File: src/rtl/fifo_pkg.sv
// Shared helpers for the flagged synchronous FIFO: pointer sizing, the
// per-cycle operation encoding and parameter legality checks.
package fifo_pkg;

    // Index bits needed to address 'depth' entries; the wrap bit is added by the user.
    function automatic int unsigned ptr_w(input int unsigned depth);
        return (depth < 2) ? 1 : $clog2(depth);
    endfunction

    // True when depth is a power of two >= 2 and both thresholds are in range.
    function automatic bit params_legal(input int unsigned depth,
                                        input int unsigned af_thresh,
                                        input int unsigned ae_thresh);
        return (depth >= 2) && ((depth & (depth - 1)) == 0) &&
               (af_thresh >= 1) && (af_thresh <= depth) &&
               (ae_thresh <= depth - 1);
    endfunction

    // Accepted operations in one cycle, encoded as {write_ok, read_ok}.
    typedef enum logic [1:0] {
        OP_IDLE = 2'b00,
        OP_RD   = 2'b01,
        OP_WR   = 2'b10,
        OP_RW   = 2'b11
    } fifo_op_e;

endpackage

File: src/rtl/fifo_ram.sv
// DEPTH x DATA_WIDTH storage with one write port and one registered,
// enable-held read port. Contents are never reset.
module fifo_ram
    import fifo_pkg::*;
#(
    parameter int unsigned DEPTH      = 16,
    parameter int unsigned DATA_WIDTH = 8,
    localparam int unsigned AW        = ptr_w(DEPTH)
) (
    input  logic                  clk,
    input  logic                  i_we,
    input  logic [AW-1:0]         i_waddr,
    input  logic [DATA_WIDTH-1:0] i_wdata,
    input  logic                  i_re,
    input  logic [AW-1:0]         i_raddr,
    output logic [DATA_WIDTH-1:0] o_rdata
);

    logic [DATA_WIDTH-1:0] r_mem [DEPTH];

    // A same-address read and write returns the old word (read-before-write).
    always_ff @(posedge clk) begin
        if (i_we) begin
            r_mem[i_waddr] <= i_wdata;
        end
        if (i_re) begin
            o_rdata <= r_mem[i_raddr];
        end
    end

endmodule

File: src/rtl/sync_fifo_flags.sv
// Single-clock FIFO with occupancy count, almost-full/almost-empty flags and
// a read-valid strobe. Define SYNC_FIFO_ERR_FLAGS_EN for sticky overflow/underflow outputs.
module sync_fifo_flags
    import fifo_pkg::*;
#(
    parameter int unsigned DEPTH      = 16,
    parameter int unsigned DATA_WIDTH = 8,
    parameter int unsigned AF_THRESH  = DEPTH - 2,
    parameter int unsigned AE_THRESH  = 2,
    localparam int unsigned PW        = ptr_w(DEPTH),
    localparam int unsigned CW        = PW + 1
) (
    input  logic                  clk,
    input  logic                  rst_n,
    input  logic                  w_en,
    input  logic [DATA_WIDTH-1:0] data_in,
    input  logic                  r_en,
    output logic [DATA_WIDTH-1:0] data_out,
    output logic                  rd_valid,
    output logic                  full,
    output logic                  empty,
    output logic                  almost_full,
    output logic                  almost_empty,
    output logic [CW-1:0]         count
`ifdef SYNC_FIFO_ERR_FLAGS_EN
    ,
    output logic                  overflow,
    output logic                  underflow
`endif
);

    typedef logic [PW:0]   ptr_t;
    typedef logic [CW-1:0] cnt_t;

    ptr_t                  r_wr_ptr;
    ptr_t                  r_rd_ptr;
    cnt_t                  r_count;
    cnt_t                  w_count_nxt;
    logic                  r_rd_valid;
    logic                  r_has_data;
    logic                  w_full;
    logic                  w_empty;
    logic                  w_rd_ok;
    logic                  w_wr_ok;
    logic [DATA_WIDTH-1:0] w_ram_rdata;
    fifo_op_e              w_op;

    // Flags decode straight from the count register, so reset clears them at once.
    assign w_full       = (r_count == cnt_t'(DEPTH));
    assign w_empty      = (r_count == '0);
    assign full         = w_full;
    assign empty        = w_empty;
    assign almost_full  = (r_count >= cnt_t'(AF_THRESH));
    assign almost_empty = (r_count <= cnt_t'(AE_THRESH));
    assign count        = r_count;
    assign rd_valid     = r_rd_valid;

    // A read frees a slot in the same cycle, so a full FIFO still takes a paired write.
    assign w_rd_ok = r_en && !w_empty;
    assign w_wr_ok = w_en && (!w_full || w_rd_ok);
    assign w_op    = fifo_op_e'({w_wr_ok, w_rd_ok});

    always_comb begin
        w_count_nxt = r_count;
        case (w_op)
            OP_WR:   w_count_nxt = r_count + cnt_t'(1);
            OP_RD:   w_count_nxt = r_count - cnt_t'(1);
            default: w_count_nxt = r_count;
        endcase
    end

    always_ff @(posedge clk or negedge rst_n) begin
        if (!rst_n) begin
            r_wr_ptr   <= '0;
            r_rd_ptr   <= '0;
            r_count    <= '0;
            r_rd_valid <= 1'b0;
            r_has_data <= 1'b0;
        end else begin
            r_count    <= w_count_nxt;
            r_rd_valid <= w_rd_ok;
            if (w_wr_ok) begin
                r_wr_ptr <= r_wr_ptr + ptr_t'(1);
            end
            if (w_rd_ok) begin
                r_rd_ptr   <= r_rd_ptr + ptr_t'(1);
                r_has_data <= 1'b1;
            end
        end
    end

    fifo_ram #(
        .DEPTH      (DEPTH),
        .DATA_WIDTH (DATA_WIDTH)
    ) u_ram (
        .clk     (clk),
        .i_we    (w_wr_ok),
        .i_waddr (r_wr_ptr[PW-1:0]),
        .i_wdata (data_in),
        .i_re    (w_rd_ok),
        .i_raddr (r_rd_ptr[PW-1:0]),
        .o_rdata (w_ram_rdata)
    );

    // The RAM read register has no reset; mask it until a read lands after reset.
    assign data_out = r_has_data ? w_ram_rdata : '0;

`ifdef SYNC_FIFO_ERR_FLAGS_EN
    always_ff @(posedge clk or negedge rst_n) begin
        if (!rst_n) begin
            overflow  <= 1'b0;
            underflow <= 1'b0;
        end else begin
            if (w_en && w_full && !w_rd_ok) begin
                overflow <= 1'b1;
            end
            if (r_en && w_empty) begin
                underflow <= 1'b1;
            end
        end
    end
`endif

endmodule

File: config.mk
export PLATFORM = sky130hd
export DESIGN_NAME = sync_fifo_flags
export DESIGN_NICKNAME = d
export VERILOG_FILES = /design/src/rtl/fifo_pkg.sv /design/src/rtl/fifo_ram.sv /design/src/rtl/sync_fifo_flags.sv
export SDC_FILE = /design/constraint.sdc
export NUM_CORES = 1
export LEC_CHECK = 0
export BUFFER_PORTS_ARGS = -buffer_cell sky130_fd_sc_hd__buf_2
export CAP_MARGIN = 20
export CORE_MARGIN = 4
export CORE_UTILIZATION = 40
export DETAILED_ROUTE_END_ITERATION = 16
export PLACE_DENSITY = 0.63
export SETUP_SLACK_MARGIN = 0.3
export SLEW_MARGIN = 40
export SYNTH_ARGS = -nofsm -noshare
export SYNTH_HDL_FRONTEND = slang
export SYNTH_SLANG_ARGS = --single-unit
export TNS_END_PERCENT = 50
File: constraint.sdc
create_clock -name clk -period 2.8 [get_ports clk]
set_input_delay 0.14 -clock clk [delete_from_list [all_inputs] [get_ports clk]]
set_output_delay 0.14 -clock clk [all_outputs]
set_load 0.02 [all_outputs]
==> key figures, run 1 <==
Outcome
  – Status: finished, final reports clean

Floorplan
  – Vert. Die Dim: between 100 and 150 um
  – Die Wd: 131.7 um
  – IO Count: 30
  – Die area: 17340 um2
  – Core Area: 14750 um2
  – Row cnt: 44
  – Initial Util: 41.47%

Clock tree
  – CTS buffer count: 17
  – Clock Latency Late Sink: 420 ps
  – CTS sink cnt: about 150
  – CTS clk-pin slew, worst paths: 60 ps
  – Clock H-tree levels: 4
  – Clock buffer depth: 2
  – CTS tree: done
  – Clock root buffer: clkbuf_16

Drt
  – Initial DRC count: around 280
  – Post-Route WL: roughly 12 mm
  – Detail Route Antenna Nets: 0
  – 1st-pass router iterations: 4
  – Vias per Instance: 5.290
  – WL/cell: 19.43 um
  – Vias: roughly 3100
  – Remaining DRCs: 0

STA
  – Final Critical Period: 2433 ps
  – Unrepaired setup endpoints after global routing: yes
  – Top achievable clock speed: 411.0 MHz
  – Worst-margin pin slew: 689.8 ps
  – Slew Limit Fails: 0
  – Slew HR: 53.85%
  – Setup Viol. Count Final: 0
  – Final period utilization: between 80 and 90%
  – Clock Skew: 5.676 ps
  – Setup total negative slack: 0 ps
  – Hold Vio Cnt, Final: 0

Hold path
  – Hold WC Path Type: primary input to flop

Cells and area
  – # diodes: 0
  – Nets: ~420
  – Fill cells: 1204
  – Share of post-route cells with drive strength above 1: 28.54%
  – Synth-to-layout area growth: 18.92%

GRT
  – GRT Residual Overflow: 0
  – Initial antenna violation count: 0
  – GRT Util Overall: 13.84%
  – Vias in the first global route: 3192
  – Largest net degree at the start of global routing: 21
  – Global-route wire length before repair: between 15 and 20 mm

Yosys
  – Synth top area share: 66.75%
  – Post-Syn Area: 6118 um2
  – Post-synth top cells: 136 x edfxtp_1, 33 x mux2i_1, 16 x a221oi_1, 16 x mux4_2, 15 x dfrtp_1
  – Syn_nets: 364
  – YS warnings: 0
  – Synth area leaders: edfxtp_1 67%, dfrtp_1 6.1%, mux4_2 5.9%
  – Post-synth ARST share: 9.934%
  – Synth Flop Type: edfxtp_1
  – Mean Syn Cell Area: 17.89 um2
  – Netlist cell types: 36
  – Top-count cell post-synth: edfxtp_1
  – Cell type with the largest total area after synthesis: edfxtp_1
  – Post-synth EDFFs: around 140
  – Sequential fraction of the synthesis area: between 70 and 80%
  – Synthesized instance count: 342
  – Seq cells post-synth: approximately 150

Worst setup path
  – Worst setup path class: flop to flop
  – Worst path bufs/invs: 0
  – Worst Path Required: 3100 ps
  – CP arrival: 2730 ps
  – Critical-path maximum fanout: 6
  – Family with the most delay on the worst path: compound AO/OA/AOI/OAI gates
  – Worst Setup End Kind: flop
  – CP startpoint kind: flop
  – Slowest-stage cell, CP: dfrtp_2
  – Cell Chain, Critical Path: or3_4, o31a_4, ha_4, fa_2, a21o_1, a21oi_2, mux2i_1, xnor2_1
  – Max stage delay on crit path: 410 ps

Pwr
  – LEAKAGE: ~2.6 nW
  – Power, Total: 7.862 mW
  – PwrDens: roughly 1100 nW/um2
  – VDD IR max: 0.0004110 V

Run
  – Max Cap Viol: 0

Placement
  – Detailed Place HPWL: 7.699 mm
  – RD Place Congestion: 0.7665
  – # port buffers: 29
-- cell type report --
| class | count | area [um2] | area share (%) |
|---|---|---|---|
| clock buffers | 18 | 429.2 | 5.899 |
| flip-flops and latches | 151 | 4464 | 61.36 |
| multi-input cells | 165 | 1573 | 21.62 |
| well taps | 184 | 230.2 | 3.164 |
| repair buffers | 54 | 347.8 | 4.781 |
| clock inverters | 14 | 196.4 | 2.700 |
| inverters | 8 | 35.03 | 0.4815 |
-- timing repair --
action,4_1_cts,5_1_grt
endpoints found under the hold margin,15,0
buffers inserted,2,6
pin swaps,1,7
endpoints found under the setup margin,1,1
resized for setup,0,2
hold buffers,1,0
-- worst paths after layout --
path	from	to	slack (ps)	depth (start not counted)
worst max-delay path	count[0]	count[4]	370	8
worst min-delay path	data_in[0]	u_ram.r_mem[5][0]	100	1
worst max register to register	count[0]	count[4]	370	8
worst min register to register	count[2]	count[2]	570	2
max in group asynchronous	rst_n	r_rd_ptr[0]	2340	2
min in group asynchronous	rst_n	r_wr_ptr[0]	170	2
-- cells in the final DEF (no fill, tap or decap), drive strengths merged, types with 2 or more instances in the layout --
master / count
edfxtp: 136
buf: 53
mux2i: 33
clkbuf: 18
a221oi: 16
mux4: 16
dfrtp: 15
nand2: 14
inv: 12
o21ai: 11
and2: 9
ha: 9
a22oi: 8
xnor2: 8
nor2: 7
nor3: 5
clkinv: 5
and3: 4
bufinv: 4
nor4: 4
nor2b: 2
nand3: 2
mux2: 2
xor2: 2
a21o: 2
a21oi: 2
o31a: 2
-- power breakdown --
| group | internal (mW) | switching [mW] |
|---|---|---|
| clock | 1.50 | 0.903 |
| combinational | 1.04 | 1.27 |
| sequential | 2.85 | 0.294 |
-- state kept, by name, indices dropped and copies added (netlist names) --
signal	count
u_ram.r_mem	128
u_ram.o_rdata	8
count	5
r_rd_ptr	4
r_wr_ptr	4
r_has_data	1
rd_valid	1
-- logic make-up after synthesis --
family                     synth area share [%]
muxes                                     11.66
and+or+nand+nor                           4.335
xor gates and xnor gates                  1.432
adders and majority gates                 2.168
buffers and inverters                     2.372
DFF                                       72.88
AOI/OAI and AO/OA                         5.153
-- through the flow --
stage / std cells / setup slack, ps / cell area (um2) / utilization (%) / hold slack [ps]
after floorplan: 342 / 230.5 / 6150 / - / -155.6
after global placement: 553 / 322.2 / 6555 / 44.43 / 72.90
after detailed placement: 553 / 275.4 / 6564 / 44.49 / 79.56
after CTS: 588 / 344.9 / 7214 / 48.90 / 89.86
after global routing: 594 / 254.9 / 7276 / 49.31 / 111.4
final: 594 / 366.9 / 7276 / 49.31 / 100.9
-- routing by layer --
metal	up-vias	part of all wire [%]	track usage (%)
met5	-	0	0
met4	0	1.3	4.726
met3	12	3.0	3.784
met2	57	49	21.43
met1	1599	47	19.04
li1	1474	-	-
(Power assumes the default switching activity.)
==> inputs of run 2 (changes only) <==
--- a/config.mk
+++ b/config.mk
@@ -10,7 +10,7 @@
 export CORE_MARGIN = 4
 export CORE_UTILIZATION = 40
 export DETAILED_ROUTE_END_ITERATION = 16
-export PLACE_DENSITY = 0.63
+export PLACE_DENSITY = 0.61
 export SETUP_SLACK_MARGIN = 0.3
 export SLEW_MARGIN = 40
 export SYNTH_ARGS = -nofsm -noshare
==> constraint.sdc (replaced) <==
create_clock -name clk -period 2.58 [get_ports clk]
set_input_delay 0.129 -clock clk [delete_from_list [all_inputs] [get_ports clk]]
set_output_delay 0.129 -clock clk [all_outputs]
set_load 0.02 [all_outputs]
==> key figures, run 2 (synthesis gave the netlist of run 1 again) <==
Placement
  – RD Place Congestion: 0.7894 (was 0.7665)
  – Detailed Place HPWL: 7.577 mm (was 7.699 mm)
  – Setup Slack @ Placement: 108.7 ps (was 275.4 ps)
  – # port buffers: 29 (unchanged)

Floorplan
  – Initial Util: 41.47% (unchanged)
  – IO Count: 30 (unchanged)
  – Die Wd: 131.7 um (unchanged)
  – Row cnt: 44 (unchanged)
  – Die area: 17340 um2 (unchanged)
  – Core Area: 14750 um2 (unchanged)
  – Vert. Die Dim: 131.7 um (unchanged)

Cells and area
  – Synth-to-layout area growth: 17.18% (was 18.92%)
  – # diodes: 0 (unchanged)
  – Nets: 419 (unchanged)
  – Fill cells: 1227 (was 1204)
  – Commonest non-fill, non-tap cell in the layout: edfxtp_1 (unchanged)
  – Most frequent cells in the layout: 136 x edfxtp_1, 33 x mux2i_1, 29 x buf_2 (unchanged)
  – Util after Layout: 48.59% (was 49.31%)
  – Share of post-route cells with drive strength above 1: 28.61% (was 28.54%)
  – Max reg flops: 128 (unchanged)
  – Most flop-heavy register: u_ram.r_mem (unchanged)

Worst setup path
  – Cell Chain, Critical Path: or3_4, o31a_4, ha_4, fa_2, a21o_1, a21oi_2, mux2i_1, xnor2_1 (unchanged)
  – CP startpoint kind: flop (unchanged)
  – Reg2reg start: count[0] (unchanged)
  – Critical-path maximum fanout: 4 (was 6)
  – Worst setup path class: flop to flop (unchanged)
  – Worst reg2reg path endpoint: count[4] (unchanged)
  – Max stage delay on crit path: 400 ps (was 410 ps)
  – CP arrival: 2710 ps (was 2730 ps)
  – Worst Path Required: 2880 ps (was 3100 ps)
  – Worst Setup End Kind: flop (unchanged)
  – Slowest-stage cell, CP: dfrtp_2 (unchanged)
  – R2R Setup Slk: 160 ps (was 370 ps)
  – Worst r2r path cells: 8 (unchanged)

STA
  – Clock Skew: 18.64 ps (was 5.676 ps)
  – Slew HR: 54.17% (was 53.85%)
  – Top achievable clock speed: 413.5 MHz (was 411.0 MHz)
  – Setup total negative slack: 0 ps (unchanged)
  – Slew Limit Fails: 0 (unchanged)
  – Unrepaired setup endpoints after global routing: yes (unchanged)
  – Worst-margin pin slew: 684.9 ps (was 689.8 ps)
  – Final Critical Period: 2418 ps (was 2433 ps)
  – Hold Vio Cnt, Final: 0 (unchanged)
  – Final setup margin: 161.5 ps (was 366.9 ps)
  – Final period utilization: 93.74% (was 86.89%)
  – Setup Viol. Count Final: 0 (unchanged)

GRT
  – Largest net degree at the start of global routing: 52 (was 21)
  – Global-route wire length before repair: 18.64 mm (was 18.27 mm)
  – Initial antenna violation count: 0 (unchanged)
  – GRT Residual Overflow: 0 (unchanged)
  – Vias in the first global route: 3240 (was 3192)
  – GRT Util Overall: 14.43% (was 13.84%)

Drt
  – Post-Route WL: 12.01 mm (was 11.54 mm)
  – Detail Route Antenna Nets: 0 (unchanged)
  – Vias: 3168 (was 3142)
  – Initial DRC count: 228 (was 275)
  – Remaining DRCs: 0 (unchanged)
  – WL/cell: 20.25 um (was 19.43 um)
  – 1st-pass router iterations: 5 (was 4)
  – Vias per Instance: 5.342 (was 5.290)

Hold path
  – Hold endpoint: u_ram.r_mem[15][0] (was u_ram.r_mem[5][0])
  – Hold Path Stages: 1 (unchanged)
  – Hold WC Path Type: primary input to flop (unchanged)
  – Worst hold start: data_in[0] (unchanged)

Clock tree
  – CTS tree: done (unchanged)
  – Clock buffer depth: 2 (unchanged)
  – CTS buffer count: 17 (unchanged)
  – CTS clk-pin slew, worst paths: 60 ps (about the same)
  – Clock H-tree levels: 4 (unchanged)
  – Clock root buffer: clkbuf_16 (unchanged)
  – Clock Latency Late Sink: 420 ps (about the same)
  – CTS sink cnt: 151 (unchanged)

Pwr
  – Net Sw Frac: 32.69% (was 31.43%)
  – PwrDens: 1128 nW/um2 (was 1081 nW/um2)
  – Share of total power in sequential cells: 41.2% (was 40.0%)
  – Int Pwr: 5.444 mW (was 5.391 mW)
  – Comb pwr share: 32.5% (was 29.4%)
  – Clk pwr share: 26.4% (was 30.6%)
  – VDD IR max: 0.0005548 V (was 0.0004110 V)
  – LEAKAGE: 2.544 nW (was 2.605 nW)
  – Psw: 2.644 mW (was 2.471 mW)

Run
  – Max Cap Viol: 0 (unchanged)

Outcome
  – Status: finished, final reports clean (unchanged)
[run 2: metrics by stage]
step                      hold WS, ps  instances  total power [mW]  cell area [um2]
after detailed placement        65.50        554             5.938             6556
after floorplan                -166.6        342             5.168             6150
after global routing            98.31        593             8.536             7169
after global placement          62.14        554             5.885             6556
final                           92.47        593             8.087             7169
after CTS                       79.03        590             8.141             7123
[run 2: power groups by stage]
stage	sequential, mW	combinational [mW]	clock (mW)
3_5_place_dp	3.39	2.55	0
4_1_cts	3.33	2.61	2.20
3_3_place_gp	3.36	2.52	0
2_1_floorplan	3.33	1.84	0
5_1_grt	3.37	2.87	2.30
6_report	3.33	2.63	2.13
[run 2: repair_timing]
item,CTS,global route
endpoints found under the setup margin,2,18
pin swaps,4,7
resized for setup,1,4
hold buffers,1,0
setup buffers,4,3
hold endpoints to repair,15,0
[run 2: worst max path at each step]
stage	from	endpoint	slack, ps	cells after the start
floorplan	count[1]	count[4]	10	8
global placement	count[1]	count[4]	140	9
detailed placement	count[1]	count[4]	110	8
CTS	count[0]	count[4]	160	8
global route	count[0]	count[4]	50	8
finish	count[0]	count[4]	160	8
[run 2: worst max-delay path: cells and delay by family, from the launching register on]
| kind | cells | cell delay, ps |
|---|---|---|
| AO/OA/AOI/OAI | 3 | 610 |
| adder cells (fa/ha/maj) | 2 | 560 |
| flip-flops | 1 | 400 |
| AND/OR/NAND/NOR | 1 | 400 |
| multiplexers | 1 | 240 |
| XOR/XNOR | 1 | 90 |
[run 2: cell type report]
cell class / count / area (um2) / share of cell area [%]
Clock inverter: 12 / 81.33 / 1.134
Multi-Input combinational cell: 165 / 1578 / 22.01
Inverter: 8 / 35.03 / 0.4887
Clock buffer: 19 / 432.9 / 6.038
Sequential cell: 151 / 4464 / 62.27
Timing Repair Buffer: 54 / 347.8 / 4.852
Tap cell: 184 / 230.2 / 3.211
[run 2: routing by layer]
layer	part of all wire, %	routed length (um)	track usage (%)	vias to the layer above
met2	50	5965	22.46	63
met1	46	5489	19.41	1635
met4	0.50	60	5.251	0
li1	-	-	-	1464
met3	4.1	494	4.243	6
met5	0	0	0	-
